## src/rtl/wb_pkg.sv

```systemverilog
// Shared Wishbone definitions for the burst master.
//   CTI_*   : cycle type identifier encodings driven on wb_cti_i.
//   state_e : burst-master FSM state encoding.
package wb_pkg;

    localparam int unsigned CTI_WIDTH = 3;

    localparam logic [CTI_WIDTH-1:0] CTI_CLASSIC = 3'b000;
    localparam logic [CTI_WIDTH-1:0] CTI_INCR    = 3'b010;
    localparam logic [CTI_WIDTH-1:0] CTI_END     = 3'b111;

    typedef enum logic [1:0] {
        ST_IDLE = 2'd0,
        ST_XFER = 2'd1,
        ST_DONE = 2'd2
    } state_e;

endpackage

```

## src/rtl/wb_burst_master.sv

```systemverilog
// Wishbone incrementing-burst master (1..16 beats, read or write).
// Optional feature macro: WB_BURST_MASTER_TIMEOUT_EN enables an ack watchdog
// that aborts a burst after TIMEOUT_CYCLES strobed cycles without an ack.
// Ports:
//   wb_clk_i, wb_rst_i            clock, synchronous active-high reset
//   cmd_valid/cmd_ready           command handshake (accepted only in IDLE)
//   cmd_we, cmd_addr, cmd_len     direction, start byte address, beats-1
//   wr_data/wr_valid/wr_ready     write-data stream (consumed on write ack)
//   rd_data/rd_valid              read-data stream, no backpressure
//   done, err                     one-cycle pulses: burst end / timeout abort
//   wb_*_i / wb_*_o               Wishbone master side (slave-named signals)
module wb_burst_master
    import wb_pkg::*;
#(
    parameter int unsigned DATA_WIDTH     = 32,
    parameter int unsigned ADDR_WIDTH     = 26,
    parameter int unsigned TIMEOUT_CYCLES = 255
) (
    input  logic                    wb_clk_i,
    input  logic                    wb_rst_i,
    input  logic                    cmd_valid,
    output logic                    cmd_ready,
    input  logic                    cmd_we,
    input  logic [ADDR_WIDTH-1:0]   cmd_addr,
    input  logic [3:0]              cmd_len,
    input  logic [DATA_WIDTH-1:0]   wr_data,
    input  logic                    wr_valid,
    output logic                    wr_ready,
    output logic [DATA_WIDTH-1:0]   rd_data,
    output logic                    rd_valid,
    output logic                    done,
    output logic                    err,
    output logic                    wb_cyc_i,
    output logic                    wb_stb_i,
    output logic                    wb_we_i,
    output logic [ADDR_WIDTH-1:0]   wb_addr_i,
    output logic [DATA_WIDTH-1:0]   wb_dat_i,
    output logic [DATA_WIDTH/8-1:0] wb_sel_i,
    output logic [CTI_WIDTH-1:0]    wb_cti_i,
    input  logic                    wb_ack_o,
    input  logic [DATA_WIDTH-1:0]   wb_dat_o
);

    localparam int unsigned BEAT_BYTES = DATA_WIDTH / 8;

    state_e                  state;
    state_e                  state_nxt;
    logic                    we_q;
    logic [ADDR_WIDTH-1:0]   addr_q;
    logic [3:0]              len_q;
    logic [3:0]              beat_q;
    logic [DATA_WIDTH-1:0]   rd_data_q;
    logic                    rd_valid_q;
    logic                    done_q;
    logic                    accept_c;
    logic                    beat_c;
    logic                    last_c;
    logic                    timeout_c;

    // State register
    always_ff @(posedge wb_clk_i) begin
        if (wb_rst_i) state <= ST_IDLE;
        else          state <= state_nxt;
    end

    // Next state and bus-side decode
    always_comb begin
        state_nxt = state;
        cmd_ready = 1'b0;
        wb_cyc_i  = 1'b0;
        wb_stb_i  = 1'b0;
        wb_we_i   = 1'b0;
        wb_dat_i  = '0;
        wb_sel_i  = '0;
        wb_cti_i  = CTI_CLASSIC;
        accept_c  = 1'b0;
        beat_c    = 1'b0;
        last_c    = 1'b0;
        case (state)
            ST_IDLE: begin
                cmd_ready = 1'b1;
                if (cmd_valid) begin
                    accept_c  = 1'b1;
                    state_nxt = ST_XFER;
                end
            end
            ST_XFER: begin
                wb_cyc_i = 1'b1;
                wb_we_i  = we_q;
                // Writes only strobe when a data word is actually available.
                wb_stb_i = !we_q || wr_valid;
                wb_dat_i = we_q ? wr_data : '0;
                wb_sel_i = '1;
                last_c   = (beat_q == len_q);
                if (len_q == 4'd0) wb_cti_i = CTI_CLASSIC;
                else if (last_c)   wb_cti_i = CTI_END;
                else               wb_cti_i = CTI_INCR;
                beat_c = wb_stb_i && wb_ack_o;
                if (beat_c && last_c) state_nxt = ST_DONE;
                else if (timeout_c)   state_nxt = ST_IDLE;
            end
            ST_DONE: state_nxt = ST_IDLE;
            default: state_nxt = ST_IDLE;
        endcase
    end

    assign wr_ready  = wb_we_i && wb_stb_i && wb_ack_o;
    assign wb_addr_i = addr_q;
    assign rd_data   = rd_data_q;
    assign rd_valid  = rd_valid_q;
    assign done      = done_q;

    // Burst context, address walker and read-data capture
    always_ff @(posedge wb_clk_i) begin
        if (wb_rst_i) begin
            we_q       <= 1'b0;
            addr_q     <= '0;
            len_q      <= '0;
            beat_q     <= '0;
            rd_data_q  <= '0;
            rd_valid_q <= 1'b0;
            done_q     <= 1'b0;
        end else begin
            rd_valid_q <= beat_c && !we_q;
            done_q     <= beat_c && last_c;
            if (accept_c) begin
                we_q   <= cmd_we;
                addr_q <= cmd_addr;
                len_q  <= cmd_len;
                beat_q <= '0;
            end else if (beat_c) begin
                // Natural overflow gives the modulo-2^ADDR_WIDTH wrap.
                addr_q <= addr_q + ADDR_WIDTH'(BEAT_BYTES);
                beat_q <= beat_q + 4'd1;
            end
            if (beat_c && !we_q) rd_data_q <= wb_dat_o;
        end
    end

`ifdef WB_BURST_MASTER_TIMEOUT_EN
    localparam int unsigned TMO_W = $clog2(TIMEOUT_CYCLES + 1);

    logic [TMO_W-1:0] tmo_q;
    logic             err_q;

    // Fires on the strobed cycle that would bring the idle count to the limit.
    assign timeout_c = (state == ST_XFER) && wb_stb_i && !wb_ack_o &&
                       (tmo_q == TMO_W'(TIMEOUT_CYCLES - 1));
    assign err       = err_q;

    // Ack watchdog: counts strobed cycles since the last ack
    always_ff @(posedge wb_clk_i) begin
        if (wb_rst_i) begin
            tmo_q <= '0;
            err_q <= 1'b0;
        end else begin
            err_q <= timeout_c;
            if (accept_c || beat_c)               tmo_q <= '0;
            else if (state == ST_XFER && wb_stb_i) tmo_q <= tmo_q + TMO_W'(1);
        end
    end
`else
    logic unused_timeout;

    assign timeout_c      = 1'b0;
    assign err            = 1'b0;
    assign unused_timeout = ^TIMEOUT_CYCLES;
`endif

endmodule

```

## config.mk

```make
export PLATFORM = sky130hd
export DESIGN_NAME = wb_burst_master
export DESIGN_NICKNAME = d
export VERILOG_FILES = /design/src/rtl/wb_pkg.sv /design/src/rtl/wb_burst_master.sv
export SDC_FILE = /design/constraint.sdc
export NUM_CORES = 1
export LEC_CHECK = 0
export ABC_AREA = 1
export ABC_CLOCK_PERIOD_IN_PS = 2100
export CAP_MARGIN = 20
export CORE_MARGIN = 1.5
export CORE_UTILIZATION = 33
export CTS_CLUSTER_DIAMETER = 200
export DETAILED_ROUTE_END_ITERATION = 16
export PLACE_DENSITY_LB_ADDON = 0.1
export SLEW_MARGIN = 10
export SYNTH_ARGS = -nofsm -noshare
export SYNTH_HDL_FRONTEND = slang
export SYNTH_SLANG_ARGS = --single-unit
```

## constraint.sdc

```tcl
create_clock -name wb_clk_i -period 2.1 [get_ports wb_clk_i]
set_input_delay 0.42 -clock wb_clk_i [delete_from_list [all_inputs] [get_ports wb_clk_i]]
set_output_delay 0.42 -clock wb_clk_i [all_outputs]
set_load 0.02 [all_outputs]
```

Word-level counts from Yosys, hierarchy flattened
Index checks and enable logic that the tools add are counted.
- reductions and logical operators: 13
- mux-type cells: 19
- eq/ne operators: 4
- $add $sub $neg: 2
- operators by type and width (kind ; count):
    32-bit 2-to-1 mux ; 2
    26-bit 2-to-1 mux ; 2
    26-bit by 3-bit adder with 26-bit output (second input constant) ; 1
    3-bit 2-to-1 mux ; 3
    1-bit 2-to-1 mux ; 8
    1-bit logical AND ; 6
    4-bit by 1-bit adder with 4-bit output (second input constant) ; 1
    4-bit == test ; 1
    4-bit zero test ; 1
    2-bit 2-to-1 mux ; 2
    4-bit 2-to-1 mux ; 1
    2-bit inequality test (second input constant) ; 2
    2-bit case mux with 2 select lines ; 1
    2-bit by 1-bit == test with 1-bit output (second input constant) ; 1
    2-bit zero test ; 1
    2-bit AND reduction ; 1
    2-bit nonzero test ; 1
    2-bit OR reduction ; 1
    1-bit zero test ; 1
    1-bit logical OR ; 1
- output and inout bits: 105
- input port bits: 100
- register bits: 71
- logic and storage cells: 46

Logic depth before layout (Yosys ltp)
- depth after elaboration: 6
- mapped depth: 10
- gate-level depth less buffers: 10

Worst setup path before layout
No wires, ideal clock.
- kind: flip-flop to output port
- from: reg state[0]
- to: out wb_cti_i[2]
- data required time: 1680 ps
- path buffers: 1
- slack: -28 ps
- data arrival time: 1708 ps
- cell stages (with the launch flop): 6
- path through: dfxtp_1 > inv_2 > nor2_4 > clkinv_1 > nor3_1 > buf_4
- longest elaborated chain between the ends: 2
- ends and longest elaborated chain (what ; RTL line ; RTL):
    from (decl) ; wb_burst_master.sv:46 ; state_e state;
    from (signal assigned) ; wb_burst_master.sv:63 ; else state <= state_nxt;
    2-bit by 1-bit == test with 1-bit output ; wb_burst_master.sv:79 ; case (state)
    3-bit 2-to-1 mux ; wb_burst_master.sv:79 ;
    to (decl) ; wb_burst_master.sv:39 ; output logic [CTI_WIDTH-1:0] wb_cti_i,
No other way between the ends.

Worst setup path in the final report
- from: reg state[0]
- to: out wb_sel_i[2]
- longest elaborated chain between the ends: 2
- ends and longest elaborated chain (what ; RTL line ; RTL):
    2-bit by 1-bit == test with 1-bit output ; wb_burst_master.sv:79 ;
    4-bit 2-to-1 mux ; wb_burst_master.sv:79 ;
    to (decl) ; wb_burst_master.sv:38 ; output logic [DATA_WIDTH/8-1:0] wb_sel_i,
No other way between the ends.

==> reports/qor.yml <==
drive_gt1_share_pct: 7.45
fin_crit_sh_pct: 96.1
grt_usage_pct: 21.2
via_count: 4370
setup_violations: 0
std_cell_rows: 38
die-area_um2: 12000
final_util_pct: 56.8
cts_root_buf: "clkbuf_16"
remaining_drc_errors: 0
ys_seq_area_share_pct: 38.0
slew_headroom_pct: 63.5
criticalPathCategory: "flop to output pin"
clock_skew_ns: 0.00778
holdBufCountCts: 0
cts_htree_levels: 3
fmax_mhz: 495
p_int_mw: 2.88
swShare_pct: 29.8
syn_area_um2: 3740
die_h_um: 109
syn2layout_area_growth_pct: 66.0
vias_per_cell: 4.69
clkPwrFrac_pct: 37.6
num_antenna_cells: 0
io_buffers: 203
drt_iter0_markers: 289
arrival_ns: 1.60
final_nets: 889
ioPinCount: 205
final_hold_viol_count: 0
wl_per_cell_um: 13.5
tns_ns: 0
pwr-share-seq_pct: 37.4
clk_pin_slew_ns: 0.06
drv_cap: 0
clock_path_buffers: 2
rsz0062_at_grt: "false"
drv_slew: 0
antenna_found_initial: 0
hold_class: "flop to flop"
hpwl_um: 9520
yosys_warnings: 0
numCtsBuffers: 9
irDropWorstVdd_mv: 0.449
grt_pass1_wl_um: 20100
start_util_pct: 34.2
routabilityCongestion: 0.879
crit_path_max_fanout: 8
p_switching_mw: 1.23
cp-end-kind: "output pin"
grt_pass1_vias: 4234
ys_ff_latch: 71
required_ns: 1.68
p_comb_share_pct: 25.0
status: "complete, no violations"
cp-start-kind: "flop"
die_w_um: 109
num-fill-cells: 1092
syn_avg_cell_area_um2: 6.36
pwr_density_cell_nw_per_um2: 662
drtAntennaViolNets: 0
cts_num_sinks: 71
grt_max_degree: 37
worst_pin_slew_ns: 0.547
postSynthCellCount: 588
synth_fp_nets: 690
core_um2: 10900
cts_tree: "built"
synth.distinct_cells: 33
drt-total-wl_um: 12600
power.leakage_nw: 2.53
grt.overflow.total: 0
clock_latency_ns: 0.34
layout_min_cycle_time_ns: 2.02
drtPass1Iterations: 5
-- per-stage QoR --
| step | hold slack [ns] | setup slack, ns | instances | total power [mW] | instance area (µm²) |
|---|---|---|---|---|---|
| floorplan | 0.471 | 0.180 | 588 | 2.07 | 3740 |
| global placement | 0.471 | -0.0974 | 916 | 2.59 | 5940 |
| detailed placement | 0.483 | -0.118 | 916 | 2.61 | 5940 |
| CTS | 0.494 | 0.0218 | 932 | 4.15 | 6210 |
| global route | 0.522 | 0.0105 | 932 | 4.32 | 6210 |
| finish | 0.492 | 0.0816 | 932 | 4.11 | 6210 |
-- state kept, by name (all words and copies together) (netlist names) --
signal / flops
we_q: 1
done: 1
rd_data: 32
wb_addr_i: 26
state: 2
beat_q: 4
len_q: 4
rd_valid: 1
-- power groups by stage --
| stage | sequential, mW | combinational, mW | clock (mW) |
|---|---|---|---|
| 2_1_floorplan | 1.65 | 0.417 | 0 |
| 3_3_place_gp | 1.56 | 1.03 | 0 |
| 3_5_place_dp | 1.56 | 1.05 | 0 |
| 4_1_cts | 1.53 | 1.04 | 1.58 |
| 5_1_grt | 1.55 | 1.13 | 1.64 |
| 6_report | 1.54 | 1.03 | 1.54 |
-- cell usage after synthesis --
cell      instances  area [µm²]
o211ai_1          4        30.0
nor2_4            2        22.5
xnor2_1           4        35.0
xor2_1            1        8.76
clkbuf_1         14        52.6
and3_1            1        6.26
nor3b_1           1        7.51
nand4_1           4        25.0
nand2_1         139         522
nor2_2            3        18.8
clkinv_1          2        7.51
buf_2             7        35.0
ha_1              2        25.0
nand3_2           1        10.0
o21ai_0          36         180
a21oi_1          17        85.1
conb_1            1        3.75
buf_4             8        60.1
nor2_1          164         616
buf_1             1        3.75
inv_1            26        97.6
a31oi_1           7        43.8
dfxtp_1          71        1420
a211oi_1          1        7.51
inv_2             5        18.8
o31ai_1           1        7.51
o21ai_1           5        25.0
nand3_1          42         210
nor4_1            1        6.26
nor3_1            9        45.0
nand2_2           1        6.26
nor2_8            2        40.0
buf_6             5        56.3
-- cell usage in the layout, fill, tap and decap left out, types with 3 or more instances in the layout --
cell               n
nor2_1           164
clkdlybuf4s50_1  164
nand2_1          139
dfxtp_1           71
nand3_1           42
o21ai_0           36
dlygate4sd2_1     30
inv_1             26
a21oi_1           17
buf_4             16
clkbuf_16          9
nor3_1             8
a31oi_1            7
clkdlybuf4s15_2    6
inv_2              5
o21ai_1            5
xnor2_1            4
nand4_1            4
o211ai_1           4
buf_12             4
nor2_2             3
clkinvlp_4         3
-- layer usage --
| metal | part of all wire (%) | track usage [%] | wire length [µm] |
|---|---|---|---|
| met1 | 44 | 26.1 | 5510 |
| met2 | 47 | 35.0 | 5930 |
| met3 | 7.8 | 7.53 | 984 |
| met4 | 1.2 | 5.57 | 150 |
| met5 | 0 | 0 | 0 |
-- cells by family after synthesis --
kind of cell,synth area share [%]
buffers and inverters,8.87
flip-flops,38.0
XOR/XNOR,1.17
adder cells (fa/ha/maj),0.669
AO/OA/AOI/OAI,10.1
AND/OR/NAND/NOR,41.1
other,0.100
-- worst paths after layout --
| check | start | end | slack, ns | cells after the start |
|---|---|---|---|---|
| setup reg to reg | wb_addr_i[2] | wb_addr_i[22] | 0.38 | 10 |
| hold reg to reg | wb_addr_i[1] | wb_addr_i[1] | 0.49 | 2 |
| setup / recovery | state[0] | wb_sel_i[2] | 0.08 | 4 |
| hold / removal | wb_addr_i[1] | wb_addr_i[1] | 0.49 | 2 |
-- critical path: stages, from the launching register on --
cell and delay, ns:
dfxtp_1 0.35, inv_2 0.05, nor2_4 0.09, buf_4 0.16
clkdlybuf4s50_1 0.61
-- cell type report --
| type | count | area [µm²] | area share, % |
|---|---|---|---|
| inverters | 33 | 125 | 2.02 |
| clock buffers | 10 | 229 | 3.69 |
| flip-flops and latches | 71 | 1420 | 22.9 |
| clock inverters | 6 | 70.1 | 1.13 |
| repair buffers | 223 | 2190 | 35.4 |
| multi-input cells | 449 | 1990 | 32.1 |
| well taps | 140 | 175 | 2.82 |
-- timing repair --
action / in CTS / in global routing
setup endpoints to repair: 38 / 3
buffers inserted: 0 / 0
endpoints found under the hold margin: 0 / 0
gates resized for setup: 51 / 5
No activity file was read; power rests on OpenSTA's default activity.
